[config.mk]
export PLATFORM = sky130hd
export DESIGN_NAME = sensor_cmd_tx
export DESIGN_NICKNAME = d
export VERILOG_FILES = /design/src/rtl/sensor_cmd_tx.sv
export SDC_FILE = /design/constraint.sdc
export NUM_CORES = 1
export LEC_CHECK = 0
export ABC_AREA = 0
export CAP_MARGIN = 5
export CORE_UTILIZATION = 40
export DETAILED_ROUTE_END_ITERATION = 7
export SLEW_MARGIN = 20
export SYNTH_ARGS = -nofsm -noshare
export SYNTH_HDL_FRONTEND = slang
export SYNTH_SLANG_ARGS = --single-unit
[constraint.sdc]
create_clock -name clk_uart -period 2.6 [get_ports clk_uart]
set_input_delay 0.39 -clock clk_uart [delete_from_list [all_inputs] [get_ports clk_uart]]
set_output_delay 0.39 -clock clk_uart [all_outputs]
set_load 0.05 [all_outputs]
[src/rtl/sensor_cmd_tx.sv]
// UART transmitter that sends one register-write command to the wireless sensor as a
// 5-byte frame: 0xFF 0xAA addr data[7:0] data[15:8], 8N1 (or 8N2), LSB first.
module sensor_cmd_tx #(
    parameter int CLKS_PER_BIT = 100,
    parameter int STOP_BITS    = 1,
    parameter int GAP_BITS     = 10
) (
    input  logic        clk_uart,
    input  logic        rst,
    input  logic        cmd_valid,
    output logic        cmd_ready,
    input  logic [7:0]  cmd_addr,
    input  logic [15:0] cmd_data,
    output logic        tx,
    output logic        busy,
    output logic        done
);

    localparam int CNT_W = (CLKS_PER_BIT > 1) ? $clog2(CLKS_PER_BIT) : 1;
    localparam int GAP_W = (GAP_BITS > 0) ? $clog2(GAP_BITS + 1) : 1;
    localparam logic [CNT_W-1:0] CNT_LAST   = CNT_W'(CLKS_PER_BIT - 1);
    localparam logic [CNT_W-1:0] CNT_PENULT = CNT_W'(CLKS_PER_BIT - 2);
    localparam logic [GAP_W-1:0] GAP_LAST   = GAP_W'((GAP_BITS > 0) ? GAP_BITS - 1 : 0);
    localparam logic [2:0]       STOP_LAST  = 3'(STOP_BITS - 1);

    if (STOP_BITS != 1 && STOP_BITS != 2) begin : g_bad_stop_bits
        $error("sensor_cmd_tx: STOP_BITS must be 1 or 2");
    end
    if (CLKS_PER_BIT < 2) begin : g_bad_clks_per_bit
        $error("sensor_cmd_tx: CLKS_PER_BIT must be >= 2");
    end

    typedef enum logic [2:0] {
        S_IDLE,
        S_START,
        S_DATA,
        S_STOP,
        S_GAP
    } state_t;

    state_t           r_state;
    logic             r_tx;
    logic             r_busy;
    logic             r_done;
    logic             r_ready;
    logic [CNT_W-1:0] r_bit_cnt;
    logic [2:0]       r_bit_idx;
    logic [2:0]       r_byte_idx;
    logic [GAP_W-1:0] r_gap_cnt;
    logic [7:0]       r_buf [0:4];

    logic             w_accept;
    logic             w_bit_last;
    logic [2:0]       w_next_idx;
    logic [7:0]       w_cur_byte;

    assign w_accept   = cmd_valid && r_ready;
    assign w_bit_last = (r_bit_cnt == CNT_LAST);
    assign w_next_idx = r_bit_idx + 3'd1;

    always_comb begin
        w_cur_byte = 8'hFF;
        case (r_byte_idx)
            3'd0:    w_cur_byte = r_buf[0];
            3'd1:    w_cur_byte = r_buf[1];
            3'd2:    w_cur_byte = r_buf[2];
            3'd3:    w_cur_byte = r_buf[3];
            3'd4:    w_cur_byte = r_buf[4];
            default: w_cur_byte = 8'hFF;
        endcase
    end

    // NOTE: the frame buffer is pure datapath and is only read after a load, so it has no reset.
    always_ff @(posedge clk_uart) begin
        if (w_accept) begin
            r_buf[0] <= 8'hFF;
            r_buf[1] <= 8'hAA;
            r_buf[2] <= cmd_addr;
            r_buf[3] <= cmd_data[7:0];
            r_buf[4] <= cmd_data[15:8];
        end
    end

    // tx is registered and aligned with r_state: every transition also loads the next line level.
    always_ff @(posedge clk_uart) begin
        if (rst) begin
            r_state    <= S_IDLE;
            r_tx       <= 1'b1;
            r_busy     <= 1'b0;
            r_done     <= 1'b0;
            r_ready    <= 1'b1;
            r_bit_cnt  <= '0;
            r_bit_idx  <= '0;
            r_byte_idx <= '0;
            r_gap_cnt  <= '0;
        end else begin
            case (r_state)
                S_IDLE: begin
                    if (w_accept) begin
                        r_state    <= S_START;
                        r_tx       <= 1'b0;
                        r_busy     <= 1'b1;
                        r_ready    <= 1'b0;
                        r_bit_cnt  <= '0;
                        r_byte_idx <= '0;
                    end
                end
                S_START: begin
                    if (w_bit_last) begin
                        r_bit_cnt <= '0;
                        r_bit_idx <= '0;
                        r_tx      <= w_cur_byte[0];
                        r_state   <= S_DATA;
                    end else begin
                        r_bit_cnt <= r_bit_cnt + CNT_W'(1);
                    end
                end
                S_DATA: begin
                    if (w_bit_last) begin
                        r_bit_cnt <= '0;
                        if (r_bit_idx == 3'd7) begin
                            r_bit_idx <= '0;
                            r_tx      <= 1'b1;
                            r_state   <= S_STOP;
                        end else begin
                            r_bit_idx <= w_next_idx;
                            r_tx      <= w_cur_byte[w_next_idx];
                        end
                    end else begin
                        r_bit_cnt <= r_bit_cnt + CNT_W'(1);
                    end
                end
                S_STOP: begin
                    if (w_bit_last) begin
                        r_bit_cnt <= '0;
                        if (r_bit_idx != STOP_LAST) begin
                            r_bit_idx <= w_next_idx;
                        end else if (r_byte_idx != 3'd4) begin
                            r_bit_idx  <= '0;
                            r_byte_idx <= r_byte_idx + 3'd1;
                            r_tx       <= 1'b0;
                            r_state    <= S_START;
                        end else begin
                            r_bit_idx <= '0;
                            r_gap_cnt <= '0;
                            r_state   <= S_GAP;
                            // A zero-length gap collapses to the single done cycle.
                            r_done    <= (GAP_BITS == 0);
                        end
                    end else begin
                        r_bit_cnt <= r_bit_cnt + CNT_W'(1);
                    end
                end
                S_GAP: begin
                    if (r_done) begin
                        r_done  <= 1'b0;
                        r_busy  <= 1'b0;
                        r_ready <= 1'b1;
                        r_state <= S_IDLE;
                    end else begin
                        if (w_bit_last) begin
                            r_bit_cnt <= '0;
                            r_gap_cnt <= r_gap_cnt + GAP_W'(1);
                        end else begin
                            r_bit_cnt <= r_bit_cnt + CNT_W'(1);
                        end
                        // Raise done one edge early so it lands in the final gap cycle.
                        if (r_gap_cnt == GAP_LAST && r_bit_cnt == CNT_PENULT) begin
                            r_done <= 1'b1;
                        end
                    end
                end
                default: begin
                    r_state <= S_IDLE;
                    r_tx    <= 1'b1;
                    r_busy  <= 1'b0;
                    r_done  <= 1'b0;
                    r_ready <= 1'b1;
                end
            endcase
        end
    end

    assign tx        = r_tx;
    assign busy      = r_busy;
    assign done      = r_done;
    assign cmd_ready = r_ready;

endmodule
; ---- Word level (Yosys, flattened, before mapping)
; Memories as Yosys holds them, arrays and structs flattened.
; Cells that the tools add are included.
[word_totals]
register_bits = 24
ramBits = 40
inputBits = 27
out_inout_bits = 4
word_cells = 115
memories = 1
[op_classes]
n_addsub = 4
order_cmp = 1
n_eq_ne = 24
mux = 54
bitwise_logic = 3
n_reduce_logical = 19
[memory_table]
columns = memory, words, word_bits, read_ports, rd_clocked_by_memory_dff, wr, line_no
row1 = r_buf, 5, 8, 5, 0, 5, 50  ; logic [7:0] r_buf [0:4];
[op_table]
columns = operator, n
row1 = 2-to-1 mux 3 bit, 17
row2 = case mux 8 bit (5 select lines), 1
row3 = != test 2 bit (second input constant), 11
row4 = 2-to-1 mux 7 bit, 3
row5 = case mux 7 bit (3 select lines), 1
row6 = 2-to-1 mux 4 bit, 5
row7 = 2-to-1 mux 1 bit, 18
row8 = case mux 3 bit (5 select lines), 1
row9 = == test 7 bit (second input constant), 2
row10 = AND reduction 7 bit, 2
row11 = == test 3 x 2 -> 1 bit (second input constant), 4
row12 = == test 3 bit (second input constant), 3
row13 = case mux 1 bit (3 select lines), 3
row14 = case mux 3 bit (3 select lines), 1
row15 = nonzero test 3 bit, 3
row16 = case mux 4 bit (2 select lines), 1
row17 = AND reduction 4 bit, 2
row18 = adder 7 x 1 -> 7 bit (second input constant), 1
row19 = adder 3 x 1 -> 3 bit (second input constant), 2
row20 = == test 3 x 1 -> 1 bit (second input constant), 2
row21 = logical NOT 3 bit, 2
row22 = case mux 3 bit (2 select lines), 1
row23 = AND reduction 3 bit, 2
row24 = AND reduction 6 bit, 1
row25 = other kinds (11), 16

; ---- Depth between registers and ports, before layout
[depth]
ltp_word = 7
depth_mapped = 9
depth_no_buf = 7

; ---- Worst setup path after synthesis
; OpenSTA, ideal clock, no wires.
[synth_path]
path_type = register -> register
from = register r_ready, in the netlist cmd_ready
to = register r_tx, in the netlist tx
setup_ps = 120
t_arrival_ps = 2315
required_ps = 2480
setup_slack_ps = 165
stages_incl_launch_ff = 6
path_buffers = 0
synth_period_minus_slack_ps = 2435
path_cell_list = dfxtp_1 -> and2_1 -> a221oi_1 -> nor3_1 -> mux2_1 -> a211o_1
[synth_via]
elab_chain_len = 3
[synth_lines]
columns = element, line_no
row1 = "start, declared", 45  ; logic r_ready;
row2 = "start signal, assigned", 91  ; r_ready <= 1'b1;
row3 = "start signal, assigned", 103  ; r_ready <= 1'b0;
row4 = "start signal, assigned", 158  ; r_ready <= 1'b1;
row5 = logical AND 1 bit, 57  ; assign w_accept = cmd_valid && r_ready;
row6 = via w_accept, 52  ; logic w_accept;
row7 = != test 2 bit (no source line), n/a
row8 = AND reduction 7 bit (no source line), n/a
row9 = "end signal, assigned", 112  ; r_tx <= w_cur_byte[0];
row10 = "end signal, assigned", 127  ; r_tx <= w_cur_byte[w_next_idx];
row11 = "end, declared", 42  ; logic r_tx;
; The timed path passes the listed nets, and every way through them passes these cells.
; A chain may end at the register's enable or synchronous reset.

; ---- Final worst setup path
[layout_path]
from = register r_bit_idx[0]
to = register r_gap_cnt[3]
[layout_via]
elab_chain_len = 3
[layout_lines]
columns = element, line_no
row1 = "start, declared", 47  ; logic [2:0] r_bit_idx;
row2 = "start signal, assigned", 126  ; r_bit_idx <= w_next_idx;
row3 = "start signal, assigned", 137  ; r_bit_idx <= w_next_idx;
row4 = nonzero test 3 bit, 136  ; if (r_bit_idx != STOP_LAST) begin
row5 = != test 2 bit (no source line), n/a
row6 = AND reduction 6 bit (no source line), n/a
row7 = "end signal, assigned", 163  ; r_gap_cnt <= r_gap_cnt + GAP_W'(1);
row8 = "end, declared", 49  ; logic [GAP_W-1:0] r_gap_cnt;
; Every way passes these cells.

==> impl_results.rst <==
.. list-table::
   :header-rows: 1

   * - Metric
     - Value
   * - Critical path fanouts, max
     - 11
   * - Crit path kind
     - register to register
   * - Area of the die
     - 0.00658 mm2
   * - Slack of the worst reg-to-reg path
     - 470 ps
   * - Largest net degree at the start of global routing
     - 25
   * - Post-synthesis net count
     - 290
   * - RSZ-0062 raised after global routing
     - false
   * - Crit path buf inv count
     - 1
   * - Number of storage elements in the synthesis netlist
     - 48
   * - Number of antenna repair diodes
     - 0
   * - Die width
     - 81.1 um
   * - Floorplan die height
     - 81.1 um
   * - Routed wire per std cell
     - 14.2 um
   * - Synth Area per Inst
     - 9.97 um2
   * - R2r endpoint
     - r_gap_cnt[3]
   * - Flip-flop cell with the highest count after synthesis
     - edfxtp_1
   * - Total negative setup slack
     - 0 ps
   * - Number of levels in the clock H-tree
     - 2
   * - Slew at the pin with the worst max-slew slack
     - 537 ps
   * - Delay of the slowest critical-path stage
     - 550 ps
   * - Min setup slack post-route
     - 471 ps
   * - Placeable core area
     - 0.00599 mm2
   * - Highest-count cells in the layout ignoring fill and taps
     - 30 x clkdlybuf4s50_1, 24 x dfxtp_1, 24 x edfxtp_1
   * - Critical Path Sink Type
     - register
   * - Period utilization
     - 81.9%
   * - Final core utilization
     - 49.8%
   * - Launch instance of the worst min-delay path
     - r_state[2]
   * - Worst reg-to-reg path cell count
     - 7
   * - Share of async-settable or async-resettable flops after synthesis
     - 0%
   * - Routed Wire Length
     - 5080 um
   * - Met1 Routed Length
     - 2500 um
   * - Unique masters post-synth
     - 53
   * - Critical Path RT
     - 2840 ps
   * - Highest metal layer with signal wires
     - met4
   * - Cts repair resizes
     - 0
   * - # Post-CTS Setup Buffers
     - 0
   * - Warnings from Yosys
     - 0
   * - Initial DRC Count
     - 127
   * - Cell count after placement
     - 349
   * - Final setup violation count
     - 0
   * - Met3 routed wirelength
     - 193 um
   * - Number of antenna violations at the first check in global routing
     - 0
   * - Share of layout cells above drive strength 1
     - 6.38%
   * - I/O pin count
     - 31
   * - Post-layout min period
     - 2130 ps
   * - Post-synthesis sequential area ratio
     - 48.0%
   * - Count of buffers inserted at the top-level ports
     - 30
   * - Clock tree from TritonCTS
     - done
   * - Max-slew violation count
     - 0
   * - Global-route wire length before repair
     - 8510 um
   * - CP Launch Type
     - register
   * - Cell family with the largest share of critical-path delay
     - simple AND/OR/NAND/NOR gates
   * - Worst VDD drop
     - 0.314 mV
   * - Antenna-violating nets left
     - 0
   * - Worst Clk Skew
     - 8.79 ps
   * - Post-layout instance count excluding filler cells
     - 357
   * - HPWL reported at the end of detailed placement
     - 3770 um
   * - Cell leakage power
     - 1.02 nW
   * - Vias in the first global route
     - 1,809
   * - Routed vias
     - 1,980
   * - First-pass iteration count of the detailed router
     - 4
   * - Most common cell type on the critical path
     - a31oi_1
   * - Final GP Congestion
     - 0.823
   * - Reg2Reg Launch Point
     - r_bit_idx[0]
   * - Most common library cell in the layout ignoring fill and taps
     - clkdlybuf4s50_1
   * - Clock latency on the worst-skew pair
     - 300 ps
   * - Min-delay worst type
     - register to register
   * - Area of the mapped netlist
     - 0.00250 mm2
   * - Overflow left after global routing
     - 0
   * - Met2 wire len
     - 2320 um
   * - Post-Syn Instances
     - 251
   * - EDFF count, synth
     - 24
   * - Total track usage
     - 17.0%
   * - Post-Place Worst Slack
     - 444 ps
   * - # clock sinks
     - 48
   * - Reported max-cap violation count
     - 0
   * - Cts bufs inserted
     - 5
   * - Cell chain of the critical path
     - inv_1 > ha_1 > nor2b_1 > a31oi_1 > a31oi_1 > or4_1 > a21oi_1
   * - CP max stage cell
     - dfxtp_1
   * - Count of hold-fix buffers inserted at cts
     - 0
   * - Maximum clock frequency
     - 0.470 GHz
   * - Max Root-Sink Buffers
     - 2
   * - Number of cell rows
     - 28
   * - Hold Path Stages
     - 1
   * - Remaining DRCs
     - 0
   * - Net count, final
     - 320
   * - Initial Utilization
     - 41.8%
   * - Via density per instance
     - 5.55
   * - WP data arrival
     - 2370 ps
   * - Capture endpoint of the worst hold path
     - r_state[1]
   * - Clock root buffer
     - clkbuf_8
   * - Clock transition time at the flip-flop clock pins of the worst setup and hold paths
     - 90 ps
   * - Total count of hold-check failures in the final report
     - 0
   * - Pwr/cell area
     - 554 mW/mm2
   * - Worst rel slew slack
     - 64.1%
   * - Run status
     - complete, no violations
   * - Area growth from synthesis to layout
     - 19.2%
## power by group
| group | total [mW] | internal (mW) | leakage [nW] | switching, mW |
|---|---|---|---|---|
| combinational | 0.254 | 0.114 | 0.542 | 0.140 |
| sequential | 0.866 | 0.843 | 0.425 | 0.0228 |
| clock | 0.533 | 0.285 | 0.0558 | 0.248 |
| total | 1.65 | 1.24 | 1.02 | 0.410 |
## cells by family (layout without fill, tap and decap cells)
| group | after synthesis | after routing | synth area share [%] |
|---|---|---|---|
| buffers and inverters | 22 | 53 | 4.00 |
| flip-flops | 48 | 48 | 48.0 |
| XOR/XNOR | 3 | 3 | 1.05 |
| AND/OR/NAND/NOR | 101 | 101 | 23.1 |
| adder cells (fa/ha/maj) | 12 | 12 | 6.00 |
| AO/OA/AOI/OAI | 62 | 62 | 16.6 |
| multiplexers | 3 | 3 | 1.25 |
## per-stage QoR
step,hold slack [ps],instance area [um2],power [mW]
CTS,486,2980,1.68
global route,517,2980,1.73
finish,484,2980,1.65
detailed placement,472,2870,1.14
floorplan,449,2500,1.05
global placement,464,2870,1.14
## state kept, by name, indices dropped and copies added (netlist names)
register,cells
busy,1
cmd_ready,1
done,1
r_bit_cnt,7
r_bit_idx,3
r_buf,24
r_byte_idx,3
r_gap_cnt,4
r_state,3
tx,1
## worst max-delay path by stage
stage / start / to / cells after the start
6_report: r_bit_idx[0] / r_gap_cnt[3] / 7
5_1_grt: r_byte_idx[2] / tx / 7
4_1_cts: done / done / 1
3_5_place_dp: cmd_valid / tx / 6
3_3_place_gp: cmd_valid / tx / 6
2_1_floorplan: cmd_ready / tx / 5
## layout make-up
| type | instances | area (um2) |
|---|---|---|
| clock inverters | 3 | 42.5 |
| flip-flops and latches | 48 | 1200 |
| fillers | 584 | 3010 |
| multi-input cells | 181 | 1200 |
| well taps | 75 | 93.8 |
| clock buffers | 5 | 68.8 |
| repair buffers | 35 | 338 |
| inverters | 10 | 37.5 |
## metal layers
layer	GRT usage, %	vias to the layer above
met1	23.6	933
met5	0	-
met4	5.36	0
met2	26.2	44
met3	3.48	9
li1	-	994
## Yosys cell counts, types with 2 or more instances
master | instances | area share, %
nand2b_1 | 2 | 0.50
a31oi_1 | 6 | 1.5
o21ai_0 | 8 | 1.6
dfxtp_1 | 24 | 19
mux2i_1 | 2 | 0.80
and2_1 | 2 | 0.50
edfxtp_1 | 24 | 29
nand3b_1 | 10 | 3.0
nand3_1 | 6 | 1.2
nand2_1 | 21 | 3.2
nor3_1 | 5 | 1.0
buf_2 | 2 | 0.40
nor2_1 | 15 | 2.2
inv_1 | 10 | 1.5
nor2_4 | 2 | 0.90
nor2b_1 | 5 | 1.3
buf_6 | 2 | 0.90
or3_1 | 7 | 1.7
and3_1 | 2 | 0.50
or4_1 | 3 | 0.90
a21oi_1 | 20 | 4.0
o21ai_1 | 2 | 0.40
ha_1 | 12 | 6.0
clkbuf_1 | 8 | 1.2
o211ai_1 | 4 | 1.2
and3b_1 | 2 | 0.70
a22oi_1 | 3 | 0.90
nand4_1 | 9 | 2.2
nor3b_1 | 2 | 0.60
a211o_1 | 2 | 0.70
a221o_1 | 4 | 1.6
xor2_1 | 2 | 0.70
a211oi_1 | 3 | 0.90
Note: power is estimated with default switching activity, not from simulation.
